--- src/rtl/divider_26_12.sv ---
// Sequential signed divider, radix-2 restoring on magnitudes.
// One quotient bit per enabled clock; saturating 14-bit quotient.
module divider_26_12 #(
  parameter int WIDTH_N = 26,
  parameter int WIDTH_D = 12,
  parameter int WIDTH_Q = 14
) (
  input  logic               clock,
  input  logic               aclr_n,
  input  logic               clken,
  input  logic               start,
  input  logic [WIDTH_N-1:0] dataa,
  input  logic [WIDTH_D-1:0] datab,
  output logic               ready,
  output logic               done,
  output logic [WIDTH_Q-1:0] quotient,
  output logic [WIDTH_D-1:0] remainder,
  output logic               ovf,
  output logic               dz
);

  localparam int CW = $clog2(WIDTH_N);
  localparam logic [CW-1:0] CNT_LOAD = CW'(WIDTH_N - 1);
  localparam logic [WIDTH_N-1:0] MAG_POS = WIDTH_N'((1 << (WIDTH_Q - 1)) - 1);
  localparam logic [WIDTH_N-1:0] MAG_NEG = WIDTH_N'(1 << (WIDTH_Q - 1));
  localparam logic [WIDTH_Q-1:0] Q_POS = {1'b0, {(WIDTH_Q-1){1'b1}}};
  localparam logic [WIDTH_Q-1:0] Q_NEG = {1'b1, {(WIDTH_Q-1){1'b0}}};

  typedef enum logic [1:0] {
    IDLE,
    CALC,
    FIX
  } state_t;

  state_t state, state_nxt;

  logic [WIDTH_N-1:0] nq;
  logic [WIDTH_D-1:0] dmag;
  logic [WIDTH_D-1:0] prem;
  logic [CW-1:0]      cnt;
  logic               sa, sb, dzr;

  logic [WIDTH_N-1:0] amag;
  logic [WIDTH_D-1:0] bmag;
  logic [WIDTH_D:0]   shifted;
  logic               qbit;
  logic               neg, ovf_c;
  logic [WIDTH_Q-1:0] q_lo, q_sgn, q_fix;
  logic [WIDTH_D-1:0] r_fix;

  always_ff @(posedge clock or negedge aclr_n) begin
    if (!aclr_n) begin
      state <= IDLE;
    end else if (clken) begin
      state <= state_nxt;
    end
  end

  always_comb begin
    state_nxt = state;
    unique case (state)
      IDLE: if (start) state_nxt = CALC;
      CALC: if (cnt == '0) state_nxt = FIX;
      FIX:  state_nxt = IDLE;
      default: state_nxt = IDLE;
    endcase
  end

  always_comb begin
    ready = (state == IDLE);
  end

  always_comb begin
    amag = dataa[WIDTH_N-1] ? -dataa : dataa;
    bmag = datab[WIDTH_D-1] ? -datab : datab;
    shifted = {prem, nq[WIDTH_N-1]};
    qbit = (shifted >= {1'b0, dmag});
  end

  // Lower quotient bits of the negation depend only on lower magnitude bits.
  always_comb begin
    neg = sa ^ sb;
    ovf_c = neg ? (nq > MAG_NEG) : (nq > MAG_POS);
    q_lo = nq[WIDTH_Q-1:0];
    q_sgn = neg ? -q_lo : q_lo;
    q_fix = q_sgn;
    r_fix = sa ? -prem : prem;
    if (dzr) begin
      q_fix = sa ? Q_NEG : Q_POS;
      r_fix = '0;
    end else if (ovf_c) begin
      q_fix = neg ? Q_NEG : Q_POS;
    end
  end

  always_ff @(posedge clock or negedge aclr_n) begin
    if (!aclr_n) begin
      nq        <= '0;
      dmag      <= '0;
      prem      <= '0;
      cnt       <= '0;
      sa        <= 1'b0;
      sb        <= 1'b0;
      dzr       <= 1'b0;
      done      <= 1'b0;
      quotient  <= '0;
      remainder <= '0;
      ovf       <= 1'b0;
      dz        <= 1'b0;
    end else if (clken) begin
      done <= 1'b0;
      unique case (state)
        IDLE: begin
          if (start) begin
            nq   <= amag;
            dmag <= bmag;
            prem <= '0;
            sa   <= dataa[WIDTH_N-1];
            sb   <= datab[WIDTH_D-1];
            dzr  <= (datab == '0);
            cnt  <= CNT_LOAD;
          end
        end
        CALC: begin
          prem <= qbit ? WIDTH_D'(shifted - {1'b0, dmag})
                       : shifted[WIDTH_D-1:0];
          nq   <= {nq[WIDTH_N-2:0], qbit};
          if (cnt != '0) cnt <= cnt - 1'b1;
        end
        FIX: begin
          quotient  <= q_fix;
          remainder <= r_fix;
          ovf       <= ovf_c & ~dzr;
          dz        <= dzr;
          done      <= 1'b1;
        end
        default: ;
      endcase
    end
  end

endmodule

--- config.mk ---
export PLATFORM = sky130hd
export DESIGN_NAME = divider_26_12
export DESIGN_NICKNAME = d
export VERILOG_FILES = /design/src/rtl/divider_26_12.sv
export SDC_FILE = /design/constraint.sdc
export NUM_CORES = 1
export LEC_CHECK = 0
export CORE_AREA = 2 2 122 124
export CTS_CLUSTER_DIAMETER = 50
export DETAILED_ROUTE_END_ITERATION = 10
export DIE_AREA = 0 0 124 126
export DONT_BUFFER_PORTS = 1
export PLACE_DENSITY = 0.59
export SLEW_MARGIN = 20
export SYNTH_ARGS = -nofsm -noshare
export SYNTH_HDL_FRONTEND = slang
export SYNTH_SLANG_ARGS = --single-unit
--- constraint.sdc ---
create_clock -name clock -period 2.3 [get_ports clock]
set_clock_uncertainty 0.05 [all_clocks]
set_input_delay 0.46 -clock clock [delete_from_list [all_inputs] [get_ports clock]]
set_output_delay 0.46 -clock clock [all_outputs]
set_load 0.005 [all_outputs]
* Word-level counts from Yosys, hierarchy flattened
Cells that the tools add are included.
Word-level totals: input bits 42, logic and storage cells 62, output and inout bits 30, bits in registers 89
Cells by class: magnitude comparators 3, reductions and logical operators 10, muxes and demuxes 22, equality and inequality tests 5, bitwise operators 3, add/sub/neg operators 6
Operator list (count):
- 14-bit 2-to-1 mux | 5
- 12-bit 2-to-1 mux | 5
- 26-bit 2-to-1 mux | 2
- 26-bit case mux with 2 select lines | 1
- 26-bit by 13-bit > comparator with 1-bit output (second input constant) | 1
- 26-bit by 14-bit > comparator with 1-bit output (second input constant) | 1
- 26-bit negator | 1
- 12-bit negator | 2
- 12-bit case mux with 2 select lines | 1
- 14-bit negator | 1
- 13-bit by 12-bit greater-or-equal comparator with 1-bit output | 1
- 12-bit zero test | 1
- 12-bit subtractor | 1
- 5-bit 2-to-1 mux | 2
- 5-bit case mux with 2 select lines | 1
- 3-bit AND reduction | 3
- 2-bit inequality test (second input constant) | 3
- 5-bit zero test | 1
- 5-bit nonzero test | 1
- 5-bit by 1-bit subtractor with 5-bit output (second input constant) | 1
- 2-bit 2-to-1 mux | 2
- 2-bit case mux with 2 select lines | 1
- 4-bit AND reduction | 1
- 2-bit by 1-bit == test with 1-bit output (second input constant) | 1
- other kinds (8) | 9

* Logic depth before layout (Yosys ltp)
Gate-level depths: netlist of run 1.
word-level depth 4, mapped depth 11, depth with buffers taken out 11

* Least setup slack after synthesis of run 1
No wires, ideal clock.
kind input port to flip-flop, start point input port dataa[14], end point register nq[23], path slack -0.162 ns, required time 2.113 ns, buffers on the path 0, library setup time 0.137 ns, stages on the path 6, arrival 2.274 ns, cells stage by stage or4_4 -> or4_1 -> or4_4 -> o31ai_4 -> xor2_1 -> o22ai_1
On the way: word-level cells in the longest chain between the ends 4
Ends and longest elaborated chain:
- start, declared | line 12 | input logic [WIDTH_N-1:0] dataa,
- 26-bit negator | line 74 | amag = dataa[WIDTH_N-1] ? -dataa : dataa;
- 26-bit 2-to-1 mux | line 74
- 26-bit 2-to-1 mux | line 114 | if (start) begin
- 26-bit case mux with 2 select lines | line 112 | unique case (state)
- end signal, assigned | line 115 | nq <= amag;
- end signal, assigned | line 127 | nq <= {nq[WIDTH_N-2:0], qbit};
- end, declared | line 37 | logic [WIDTH_N-1:0] nq;
No other way between the ends. The select of a mux whose other input is x is not followed. A chain may end at the register's enable or synchronous reset.

* Worst setup path in the final report of run 1
start point register nq[25], end point register prem[10]
On the way: word-level cells in the longest chain between the ends 3, elaborated cells on any way between the ends 4, those cells by class add/sub (1); order compare (1); mux (2)
Ends and longest elaborated chain:
- 12-bit subtractor / 13-bit by 12-bit greater-or-equal comparator with 1-bit output (equally long branches) | line 125, 77
- 12-bit 2-to-1 mux (*) | line 125 | prem <= qbit ? WIDTH_D'(shifted - {1'b0, dmag})
- 12-bit case mux with 2 select lines (*) | line 112
- end signal, assigned | line 125
- end, declared | line 39 | logic [WIDTH_D-1:0] prem;
Mark *: on every way between the ends. The rest lies on a longest branch, timed or not.

==> results of run 1 <==
-- cells in the final DEF (no fill, tap or decap), drive strengths merged, types with 4 or more instances in the layout --
cell / n
xor2: 35
inv: 32
ha: 18
nor4: 12
nand2: 104
a31oi: 5
o21ai: 77
a211oi: 4
dfrtp: 89
buf: 59
nor3: 14
nand3: 12
o41ai: 8
or3: 5
o31ai: 18
clkbuf: 12
nand2b: 11
nor2: 42
or4: 7
a21oi: 39
o22ai: 23
xnor2: 30
mux2i: 14
-- through the flow --
step | cell area, sq um | setup slack [ns] | power, uW | cells | TNS (ns)
after floorplan | 5610 | -0.162 | 6320 | 662 | -0.208
final | 6570 | 0.0264 | 9490 | 889 | 0
after global routing | 6570 | -0.0692 | 10300 | 889 | -0.131
after global placement | 6140 | -0.245 | 7670 | 871 | -0.663
after detailed placement | 6140 | -0.302 | 7810 | 871 | -1.08
after CTS | 6440 | -0.0104 | 9300 | 887 | -0.0104
-- metal layers --
metal  track usage (%)  vias up  part of all wire (%)
met1              26.1     2258                    47
met2              29.3      104                    45
met3              4.66       17                   6.4
met4              6.74        0                   1.7
met5                 0        -                     0
li1                  -     2413                     -
-- synth_stat cells, drive strengths merged (5+ instances only) --
library cell and instances:
mux2i 14, o22ai 23, nor2 42, or4 7
inv 32, o31ai 18, xor2 35, a31oi 5
or3 5, o21ai 77, o41ai 8, nor3 14
clkbuf 26, nand2 104, ha 18, nand3 12
nor4 12, dfrtp 89, a21oi 39, buf 6
nand2b 11, xnor2 30
-- path summary, 6_finish.rpt --
check                      startpoint      endpoint  slack [ns]  cells past startpoint
min in group clock          datab[11]           dzr        0.16                      1
setup / recovery               nq[25]      prem[10]        0.03                     11
hold / removal                 aclr_n        nq[24]       -0.25                      0
hold reg to reg               dmag[4]       dmag[4]        0.43                      2
max in group asynchronous      aclr_n  remainder[5]        2.31                      0
setup reg to reg               nq[25]      prem[10]        0.03                     11
-- cell type report --
| type | count | area (sq um) | area share [%] |
|---|---|---|---|
| well taps | 184 | 230 | 3.50 |
| multi-input cells | 509 | 3270 | 49.7 |
| clock buffers | 12 | 256 | 3.90 |
| inverters | 32 | 120 | 1.83 |
| repair buffers | 59 | 443 | 6.74 |
| clock inverters | 4 | 27.5 | 0.419 |
| flip-flops and latches | 89 | 2230 | 33.9 |
-- report_power, final --
| part | internal, uW | switching, uW |
|---|---|---|
| sequential | 2260 | 670 |
| clock | 789 | 615 |
| combinational | 2430 | 2720 |
-- sequential cells by signal, indices dropped and copies added (netlist names) --
register / cells
quotient: 14
prem: 12
ovf: 1
cnt: 5
dzr: 1
nq: 26
sb: 1
done: 1
state: 2
dmag: 12
sa: 1
remainder: 12
dz: 1
-- worst max-delay path, stage by stage (launching register included) --
cell,delay [ns]
dfrtp_1,0.39
inv_2,0.09
ha_4,0.13
inv_2,0.03
fa_2,0.35
nand3_2,0.09
a21oi_2,0.05
o31a_1,0.27
o41ai_2,0.35
xnor2_1,0.13
mux2i_1,0.14
o21ai_1,0.07
-- repair_timing --
item / in CTS / in global routing
endpoints found under the setup margin: 9 / 29
pin swaps: 0 / 5
resized for setup: 3 / 23
hold endpoints to repair: 89 / 89
setup buffers: 0 / 2
-- logic make-up (layout without fill, tap and decap cells) --
logic type               Yosys count  after routing
adder cells (fa/ha/maj)           19             19
AO/OA/AOI/OAI                    187            187
flip-flops                        89             89
multiplexers                      15             15
buffers and inverters             64            107
XOR/XNOR                          65             65
AND/OR/NAND/NOR                  223            223
==> results.ini, run 1 <==
[floorplanning]
start_util_pct=39.2
die_h_um=126
dieArea_sq_um=15600
dieWidth_um=124
ios=72
fp.coreArea_sq_um=14300
num_rows=44

[clock_tree]
cts.path.max_buffers=2
clock-sinks=89
clk_pin_slew_worst_paths_ns=0.06
cts_tree=yes
cts-root-buf=clkbuf_16
clk_latency_ns=0.35
h-tree-depth=3
cts_buffers=9

[sta]
tightest_slew_ns=0.603
hold_viol_final=89
max-slew-margin-rel_pct=59.7
rsz0062_at_grt=yes
fin_crit_sh_pct=98.9
timing.final.max_slew_violations=0
whs_ns=-0.247
timing.fmax_mhz=440
report.final.setup_viol=0
fin_crit_ns=2.27

[global_routing]
antenna_found_initial=0
grt_usage_pct=19.1
grt-ovfl-total=0
grt_max_degree=90
grt_pass1_vias=4718
grt_pass1_wl_mm=23.7

[logic_synthesis]
yosys_warnings=0
post-synth-top-area-cell=dfrtp_1
synthMuxAreaShare_pct=2.70
syn_area_sq_um=5610
synth_flop_cell=dfrtp_1
yosysUniqueCellTypes=52
ys_seq_area_share_pct=39.7
syn_nets=723
synth_area_leaders=dfrtp_1, nand2_1, o21ai_0, xor2_1, xnor2_1
syn_avg_cell_area_sq_um=8.47
netlist.area_leader.share_pct=39.7
synth_compound_gate_area_share_pct=20.0
synthCells=662
synth_simple_gate_area_share_pct=18.7
synth_fa_ha_area_share_pct=4.37
async_flop_share_pct=100
ys_ff_latch=89
synthXorXnorAreaFrac_pct=10.2
synth-edff-count=0
synth_top_family_by_area=compound AO/OA/AOI/OAI gates

[power_and_ir_drop]
cellPowerDensity_nw_per_um2=1440
leakagePower_uw=0.00286
ir_worst_vdd_mv=0.486

[cells_and_area]
layout-drive-gt1-share_pct=15.2
nFillCells=1400
syn2layout_area_growth_pct=17.3
utilization_pct=45.9
fin_nets=761
diodes=0

[drt]
remaining_drc_errors=0
routedWlPerCell_um=16.0
wl_mm=14.2
drtIter0Drc=290
vias=4792
ant_nets=0
drt_pass1_iterations=4
viasPerCell=5.39

[status]
violations=hold timing
status=finished with violations

[place]
port_buffers=0
dp_hpwl_mm=10.6
gp_congestion=0.896

[min_path]
min_path_type=input pin to async pin

[worst_setup_path]
cp.required_ns=2.47
setup.worst_path.start_class=flop
crit_type=flop to flop
critPathMaxFanout=2
critPathCaptureType=flop
arrival_ns=2.44

[flow_run]
cap_viol_max_count=0

Note: power is estimated with default switching activity, not from simulation.
==> inputs of run 2 (changes only) <==
--- a/config.mk
+++ b/config.mk
@@ -5,8 +5,10 @@
 export SDC_FILE = /design/constraint.sdc
 export NUM_CORES = 1
 export LEC_CHECK = 0
+export ABC_AREA = 0
 export CORE_AREA = 2 2 122 124
 export CTS_CLUSTER_DIAMETER = 50
+export CTS_CLUSTER_SIZE = 40
 export DETAILED_ROUTE_END_ITERATION = 10
 export DIE_AREA = 0 0 124 126
 export DONT_BUFFER_PORTS = 1
==> results of run 2 <==
The final DEF is identical to that of run 1; final timing and power are the same.
==> inputs of run 3 (changes only) <==
--- a/config.mk
+++ b/config.mk
@@ -12,8 +12,10 @@
 export DETAILED_ROUTE_END_ITERATION = 10
 export DIE_AREA = 0 0 124 126
 export DONT_BUFFER_PORTS = 1
+export MAX_ROUTING_LAYER = met4
 export PLACE_DENSITY = 0.59
 export SLEW_MARGIN = 20
 export SYNTH_ARGS = -nofsm -noshare
 export SYNTH_HDL_FRONTEND = slang
 export SYNTH_SLANG_ARGS = --single-unit
+export TNS_END_PERCENT = 1
==> run 3 against run 2 <==
Compared with the run above: the run still ends with hold timing left; sequential cell count is the same; first-iteration DRC count shrank 11%; non-clock buffer count grew 1; fmax grew 4.5%; register-to-register slack gained 0.10 ns; core utilization grew 0.39 points; global-route usage grew 0.35 points; critical path depth shrank 4; count of clock-buffer cells in the layout is the same.
==> results.ini, run 3 (synthesized netlist as in run 1, its figures left out) <==
[status]
status=finished with violations
violations=hold timing

[sta]
hold_viol_final=89  ; unchanged
tns_ns=0  ; unchanged
rsz0062_at_grt=yes
whs_ns=-0.237  ; +0.00993 ns
timing.fmax_mhz=460  ; +4.5%
fin_crit_ns=2.18  ; -0.0976 ns
timing.final.max_slew_violations=0  ; unchanged
max-slew-margin-rel_pct=59.9  ; +0.28 points
report.final.setup_viol=0  ; unchanged
tightest_slew_ns=0.599  ; -0.00421 ns
worst_slack_ns=0.124  ; +0.0976 ns
fin_crit_sh_pct=94.6  ; -4.2 points

[global_routing]
grt_pass1_wl_mm=23.5  ; -0.85%
grt_pass1_vias=4628  ; -1.9%
antenna_found_initial=0  ; unchanged
grt_usage_pct=19.4  ; +0.35 points
grt_max_degree=90  ; unchanged
grt-ovfl-total=0  ; unchanged

[worst_setup_path]
crit_chain=or4_4, or4_1, or4_4, buf_4, nand2_1, xor2_1, a21oi_1
critPathCaptureType=flop
worstReg2RegEnd=prem[10]
setup.worst_path.start_class=input pin
crit_type=input pin to flop
critPathMaxFanout=3  ; +1
crit_slowest_cell=or4_4
crit_start=dataa[14]
crit_top_cell=or4_4
r2r-start=nq[25]
critPathMaxStageDelay_ns=0.52  ; +0.13 ns
cp_num_buf_inv=1  ; -1
cp.required_ns=2.48  ; about the same
arrival_ns=2.36  ; -0.08 ns
rrSetupSlack_ns=0.13  ; +0.10 ns
r2r_cells=11  ; unchanged
crit_family=simple AND/OR/NAND/NOR gates

[power_and_ir_drop]
swShare_pct=41.9  ; -0.30 points
internal_power_uw=5650  ; +3.0%
ir_worst_vdd_mv=0.537  ; +10%
power_frac_comb_pct=54.1  ; -0.2 points
finalPower_uw=9720  ; +2.4%
leakagePower_uw=0.00289  ; +1.0%
p_sw_uw=4070  ; +1.7%
p_seq_share_pct=30.2  ; -0.7 points
cellPowerDensity_nw_per_um2=1470  ; +1.6%
p_clk_share_pct=15.8  ; +1.0 points

[clock_tree]
cts.path.max_buffers=2  ; unchanged
cts_tree=yes
cts-root-buf=clkbuf_16
clock-sinks=89  ; unchanged
cts_buffers=9  ; unchanged
clk_latency_ns=0.34  ; about the same
h-tree-depth=3  ; unchanged
clk_pin_slew_worst_paths_ns=0.06  ; about the same

[floorplanning]
dieArea_sq_um=15600  ; unchanged
num_rows=44  ; unchanged
ios=72  ; unchanged
start_util_pct=39.2  ; unchanged
dieWidth_um=124  ; unchanged
fp.coreArea_sq_um=14300  ; unchanged
die_h_um=126  ; unchanged

[cells_and_area]
final_common_cell=nand2_1
syn2layout_area_growth_pct=18.3
diodes=0  ; unchanged
max_flop_register=nq
largest_reg_flops=26  ; unchanged
top_regs=nq (26), quotient (14)
layout-drive-gt1-share_pct=15.4  ; +0.26 points
fin_nets=762  ; +0.13%
mostFrequentLayoutCells=nand2_1, dfrtp_1, o21ai_0, buf_4, nor2_1

[min_path]
min_path_type=input pin to async pin

[place]
port_buffers=0  ; unchanged
gp_congestion=0.899  ; +0.26%
dp_slack_ns=-0.311  ; -0.00938 ns
dp_hpwl_mm=10.7  ; +0.51%

[drt]
vias=4861  ; +1.4%
remaining_drc_errors=0  ; unchanged
viasPerCell=5.46  ; +1.3%
drtIter0Drc=258  ; -11%
drt_pass1_iterations=4  ; unchanged
wl_mm=14.4  ; +0.93%
routedWlPerCell_um=16.1  ; +0.81%
ant_nets=0  ; unchanged

[flow_run]
cap_viol_max_count=0  ; unchanged

## run 3: worst register-to-register path: cells and delay by family (launching register included)
kind,cells,cell delay [ns]
AO/OA/AOI/OAI,4,0.65
adder cells (fa/ha/maj),2,0.49
flip-flops,1,0.39
multiplexers,1,0.14
buffers and inverters,2,0.11
XOR/XNOR,1,0.11
AND/OR/NAND/NOR,1,0.08
## run 3: cell type report
class | count | area, sq um
tap | 184 | 230
sequential | 89 | 2230
fill | 1382 | 7680
multi-input combinational | 509 | 3290
clock buffer | 12 | 256
clock inverter | 4 | 51.3
inverter | 32 | 120
timing repair buffer | 60 | 454
## run 3: metrics by stage
| stage | cell area [sq um] | hold WS, ns | utilization (%) | cells |
|---|---|---|---|---|
| floorplan | 5610 | 0.114 | - | 662 |
| global placement | 6140 | 0.119 | 42.9 | 871 |
| detailed placement | 6140 | 0.118 | 42.9 | 871 |
| CTS | 6490 | -0.248 | 45.4 | 889 |
| global route | 6630 | -0.245 | 46.3 | 890 |
| finish | 6630 | -0.237 | 46.3 | 890 |
## run 3: worst max path at each step
| stage | to | cells after the start |
|---|---|---|
| floorplan | nq[23] | 6 |
| detailed placement | nq[23] | 7 |
| finish | nq[21] | 7 |
| global placement | nq[21] | 8 |
| global route | prem[10] | 11 |
| CTS | prem[7] | 10 |
## run 3: repair_timing
action                                  4_1_cts  5_1_grt
hold endpoints to repair                     89       89
buffers inserted                              2        1
pin swaps                                     5        7
resized for setup                             9       21
endpoints found under the setup margin        1       29
## run 3: layer usage
| metal | vias to the layer above | global-route usage, % | wire, um |
|---|---|---|---|
| li1 | 2422 | - | - |
| met5 | - | - | 0 |
| met1 | 2317 | 27.1 | 6910 |
| met3 | 17 | 3.08 | 854 |
| met2 | 105 | 28.7 | 6370 |
| met4 | 0 | 6.54 | 238 |
## run 3: power groups by stage
| stage | combinational [uW] | clock, uW | sequential [uW] |
|---|---|---|---|
| after floorplan | 3540 | 0 | 2770 |
| after global placement | 4790 | 0 | 2900 |
| after detailed placement | 4890 | 0 | 2920 |
| after CTS | 5010 | 1560 | 2910 |
| after global routing | 5920 | 1630 | 3040 |
| final | 5250 | 1530 | 2930 |
